==> config.mk <==
export PLATFORM = sky130hd
export DESIGN_NAME = z_writeback
export DESIGN_NICKNAME = d
export VERILOG_FILES = /design/src/rtl/z_writeback.sv
export SDC_FILE = /design/constraint.sdc
export NUM_CORES = 1
export LEC_CHECK = 0
export CAP_MARGIN = 25
export CORE_MARGIN = 5
export CORE_UTILIZATION = 52
export CTS_CLUSTER_SIZE = 12
export DETAILED_ROUTE_END_ITERATION = 16
export PLACE_DENSITY = 0.85
export SETUP_SLACK_MARGIN = 0.1
export SKIP_LAST_GASP = 1
export SYNTH_ARGS = -nofsm -noshare
export SYNTH_HDL_FRONTEND = slang
export SYNTH_SLANG_ARGS = --single-unit
==> constraint.sdc <==
create_clock -name clk -period 6.99 [get_ports clk]
set_input_delay 1.398 -clock clk [delete_from_list [all_inputs] [get_ports clk]]
set_output_delay 1.398 -clock clk [all_outputs]
set_load 0.02 [all_outputs]
==> src/rtl/z_writeback.sv <==
// Writes a captured double-width ALU result back to the register file as one
// or two half-word bus cycles, with one-hot register enables.
module z_writeback #(
  parameter int BUS_W = 32,
  parameter int NREG  = 16
) (
  input  logic               clk,
  input  logic               clr,
  input  logic               start,
  input  logic [2*BUS_W-1:0] alu_result,
  input  logic [3:0]         dest_lo,
  input  logic [3:0]         dest_hi,
  input  logic               split,
  output logic               busy,
  output logic [BUS_W-1:0]   bus_out,
  output logic [NREG-1:0]    reg_en,
  output logic               done
);

  typedef enum logic [1:0] {
    IDLE  = 2'b00,
    WR_LO = 2'b01,
    WR_HI = 2'b10
  } state_t;

  state_t             state_r, nextState_s;
  logic [2*BUS_W-1:0] z_r, zNext_s;
  logic [3:0]         destLo_r, destLoNext_s;
  logic [3:0]         destHi_r, destHiNext_s;
  logic               split_r, splitNext_s;
  logic               busyNext_s, doneNext_s;
  logic [BUS_W-1:0]   busNext_s;
  logic [NREG-1:0]    regEnNext_s;

  // Indices beyond NREG shift out and yield no enable at all.
  function automatic logic [NREG-1:0] decodeOneHot(input logic [3:0] idx);
    logic [NREG-1:0] oneHot;
    oneHot = {{(NREG-1){1'b0}}, 1'b1} << idx;
    return oneHot;
  endfunction

  // Next-state logic and capture of the writeback request.
  always_comb begin
    nextState_s  = state_r;
    zNext_s      = z_r;
    destLoNext_s = destLo_r;
    destHiNext_s = destHi_r;
    splitNext_s  = split_r;
    case (state_r)
      IDLE: begin
        if (start) begin
          nextState_s  = WR_LO;
          zNext_s      = alu_result;
          destLoNext_s = dest_lo;
          destHiNext_s = dest_hi;
          splitNext_s  = split;
        end else begin
          nextState_s  = IDLE;
        end
      end
      WR_LO: begin
        if (split_r) begin
          nextState_s = WR_HI;
        end else begin
          nextState_s = IDLE;
        end
      end
      WR_HI:   nextState_s = IDLE;
      default: nextState_s = IDLE;
    endcase
  end

  // Outputs are decoded from the next state so they can be registered with no extra latency.
  always_comb begin
    busyNext_s  = 1'b0;
    doneNext_s  = 1'b0;
    busNext_s   = {BUS_W{1'b0}};
    regEnNext_s = {NREG{1'b0}};
    case (nextState_s)
      WR_LO: begin
        busyNext_s  = 1'b1;
        doneNext_s  = ~splitNext_s;
        busNext_s   = zNext_s[BUS_W-1:0];
        regEnNext_s = decodeOneHot(destLoNext_s);
      end
      WR_HI: begin
        busyNext_s  = 1'b1;
        doneNext_s  = 1'b1;
        busNext_s   = zNext_s[2*BUS_W-1:BUS_W];
        regEnNext_s = decodeOneHot(destHiNext_s);
      end
      default: begin
        busyNext_s  = 1'b0;
        doneNext_s  = 1'b0;
        busNext_s   = {BUS_W{1'b0}};
        regEnNext_s = {NREG{1'b0}};
      end
    endcase
  end

  // State, captured request and registered outputs; clr aborts any writeback at once.
  always_ff @(posedge clk or negedge clr) begin
    if (!clr) begin
      state_r  <= IDLE;
      z_r      <= {(2*BUS_W){1'b0}};
      destLo_r <= 4'd0;
      destHi_r <= 4'd0;
      split_r  <= 1'b0;
      busy     <= 1'b0;
      done     <= 1'b0;
      bus_out  <= {BUS_W{1'b0}};
      reg_en   <= {NREG{1'b0}};
    end else begin
      state_r  <= nextState_s;
      z_r      <= zNext_s;
      destLo_r <= destLoNext_s;
      destHi_r <= destHiNext_s;
      split_r  <= splitNext_s;
      busy     <= busyNext_s;
      done     <= doneNext_s;
      bus_out  <= busNext_s;
      reg_en   <= regEnNext_s;
    end
  end

endmodule

==> flow_summary.rst <==
.. list-table::
   :header-rows: 1

   * - Metric
     - Value
   * - Leftover overflow at the end of global routing
     - 0
   * - Number of clock sinks
     - 125
   * - Cell taking the most area after synthesis
     - sky130_fd_sc_hd__dfrtp_1
   * - Via Count
     - 3303
   * - Post-detailed-route count of antenna-violating nets
     - 0
   * - Final Hold Slack
     - 0.496 ns
   * - Max Cap Violations
     - 0
   * - Fin. Hold Viols
     - 0
   * - Worst ir drop on vdd
     - 275 µV
   * - Worst slew margin relative to its limit
     - 31.0%
   * - Area inside the core boundary
     - 0.00915 mm²
   * - Buffers from clock root to sink, at most
     - 2
   * - Row count
     - 35
   * - Number of antenna diodes
     - 0
   * - Max Clk Rate
     - 273 MHz
   * - CTS hold repair buffers
     - 0
   * - Initial detailed-routing violation count
     - 101
   * - Signed area change from the synthesized netlist to the final layout
     - 40.0%
   * - Detail-routed via count per cell
     - 5.50
   * - CTS resizes
     - 0
   * - Clock tree root buffer cell
     - sky130_fd_sc_hd__clkbuf_8
   * - Dominant synthesized flop cell
     - sky130_fd_sc_hd__dfrtp_1
   * - Power per cell area
     - 359 mW/mm²
   * - Total global routing track utilization
     - 21.1%
   * - Min Tclk post-route
     - 3.66 ns
   * - Latest clock arrival within the worst-skew pair
     - 0.49 ns
   * - Share of async-settable or async-resettable flops after synthesis
     - 100%
   * - Pin count of the biggest net entering global routing
     - 84
   * - Cell with the most instances after synthesis
     - sky130_fd_sc_hd__dfrtp_1
   * - Total count of max-transition violations in the final report
     - 0
   * - Setup crit start kind
     - input port
   * - Number of detailed-routing iterations run before antenna repair
     - 4
   * - Number of remaining DRC errors
     - 0
   * - Most numerous cell types in the synthesized netlist
     - sky130_fd_sc_hd__dfrtp_1, sky130_fd_sc_hd__mux2_2, sky130_fd_sc_hd__nor2_1
   * - Boundary Pins
     - 126
   * - TritonCTS clock tree
     - built
   * - Least-Margin Pin Slew
     - 1.03 ns
   * - Classification of the worst-slack hold path
     - reg2reg
   * - Total negative slack for setup checks
     - 0 ns
   * - Cell leakage power
     - 2.88 nW
   * - Critical-path maximum fanout
     - 83
   * - Ys Warns
     - 0
   * - Ratio of cells with drive above 1 in the final layout
     - 21.6%
   * - Worst Path Arrival
     - 4.03 ns
   * - TritonCTS Buffers
     - 17
   * - Die Y
     - 106 µm
   * - Flip-flop and latch count after synthesis
     - 125
   * - Main area contributors after synthesis
     - sky130_fd_sc_hd__dfrtp_1, sky130_fd_sc_hd__mux2_2, sky130_fd_sc_hd__a22oi_1, sky130_fd_sc_hd__nor2_1, sky130_fd_sc_hd__nor3_1
   * - Post-CTS Setup Inserts
     - 0
   * - Kind of end point of the critical path
     - flip-flop
   * - Synthesized netlist net count
     - 430
   * - Setup Viol. Count Final
     - 0
   * - Final period util
     - 52.3%
   * - # port buffers
     - 125
   * - Global-route wire length before repair
     - 18.4 mm
   * - Final nets
     - 555
   * - Distinct cell type count after synthesis
     - 30
   * - Count of flip-flops with a built-in enable after synthesis
     - 0
   * - Final weighted congestion in routability-driven placement
     - 0.750
   * - Effective utilization at floorplan
     - 52.7%
   * - Max Clock Skew
     - 0.00897 ns
   * - Post-DR wirelength/cell
     - 18.9 µm
   * - H-tree depth
     - 4
   * - Setup repair after global routing missed its margin
     - false
   * - Cells after Synth
     - 352
   * - Mapped cell area
     - 0.00483 mm²
   * - Width of the chip
     - 106 µm
   * - Vias in the first global route
     - 3590
   * - Status
     - finished, final reports clean
   * - Area share of the largest cell type after synthesis
     - 64.8%
   * - Classification of the worst setup path
     - in2reg
   * - Number of antenna violations at the first check in global routing
     - 0
   * - Post-detailed-placement half-perimeter wirelength
     - 7.43 mm
   * - Clock-pin slew of the registers on the worst-case setup and hold paths
     - 0.05 ns
   * - Data required time of the worst path
     - 7.37 ns
   * - Wire length after detailed routing
     - 11.4 mm
   * - Sequential cell area fraction in the yosys report
     - 64.8%
   * - Syn_area_per_cell
     - 13.7 µm²
   * - Area of the die
     - 0.0113 mm²
cells by family (layout without fill, tap and decap cells):
logic type | after synthesis | in the layout | share of synthesized area [%]
and+or+nand+nor | 68 | 68 | 6.40
muxes | 77 | 77 | 18.1
adders and majority gates | 2 | 2 | 0.518
DFF | 125 | 125 | 64.8
AOI/OAI and AO/OA | 46 | 46 | 6.92
buffers and inverters | 34 | 172 | 3.24
final timing paths:
check | from | to | slack (ns) | depth (start not counted)
max | start | reg_en[3] | 3.33 | 6
min | z_r[59] | z_r[59] | 0.50 | 1
max reg2reg | state_r[0] | reg_en[3] | 4.26 | 5
min reg2reg | z_r[59] | z_r[59] | 0.50 | 1
max in group asynchronous | clr | bus_out[0] | 4.69 | 2
min in group asynchronous | clr | bus_out[8] | 0.94 | 1
report_power, final:
group | total [mW] | switching [mW] | leakage (nW) | internal [mW]
Sequential | 0.954 | 0.0616 | 1.56 | 0.893
Clock | 0.881 | 0.294 | 0.288 | 0.587
Combinational | 0.591 | 0.308 | 1.03 | 0.283
stage by stage:
stage	power [mW]	utilization, %	cells	setup WS (ns)	instance area [µm²]
finish	2.43	73.8	601	3.33	6760
global route	2.54	73.8	601	3.16	6760
CTS	2.44	73.6	600	3.33	6740
detailed placement	1.55	67.0	568	2.91	6130
global placement	1.51	67.0	568	2.98	6130
floorplan	1.32	-	352	3.65	4830
registers in the layout, indices dropped and copies added, names as in the netlist:
name and flops:
reg_en 16, destLo_r 4, z_r 64, bus_out 32
state_r 2, split_r 1, busy 1, done 1
destHi_r 4
worst max-delay path, cell delays in order:
cell and delay (ns):
sky130_fd_sc_hd__clkdlybuf4s50_1 0.45, sky130_fd_sc_hd__nor3b_4 0.18, sky130_fd_sc_hd__buf_4 0.81, sky130_fd_sc_hd__mux4_1 0.69
sky130_fd_sc_hd__nand2b_1 0.25, sky130_fd_sc_hd__nor3_1 0.24
placed cells by master (no fill, tap or decap), drive strengths merged, types with 3 or more instances in the layout:
master,Yosys,final
clkinvlp,0,3
mux2,70,70
nor3,14,14
nand2,6,6
dfrtp,125,125
clkbuf,11,21
clkinv,0,4
nor3b,3,3
buf,12,5
mux2i,6,6
a22oi,32,32
clkdlybuf4s50,0,124
nor2,37,37
bufinv,0,4
o21ai,5,5
inv,11,11
area by class of cell:
cell class | count | area (µm²)
clock buffer | 21 | 439
clock inverter | 11 | 166
fill | 601 | 2400
inverter | 11 | 41.3
multi-input combinational | 193 | 1550
sequential | 125 | 3130
tap | 111 | 139
timing repair buffer | 129 | 1290
routing by layer:
metal / global-route usage [%] / part of all wire [%] / vias up
met5: 0 / 0 / -
met4: 8.23 / 1.7 / 0
met3: 5.40 / 5.0 / 17
met2: 37.2 / 54 / 112
met1: 24.7 / 39 / 1686
li1: - / - / 1488
Note: power is estimated with default switching activity, not from simulation.
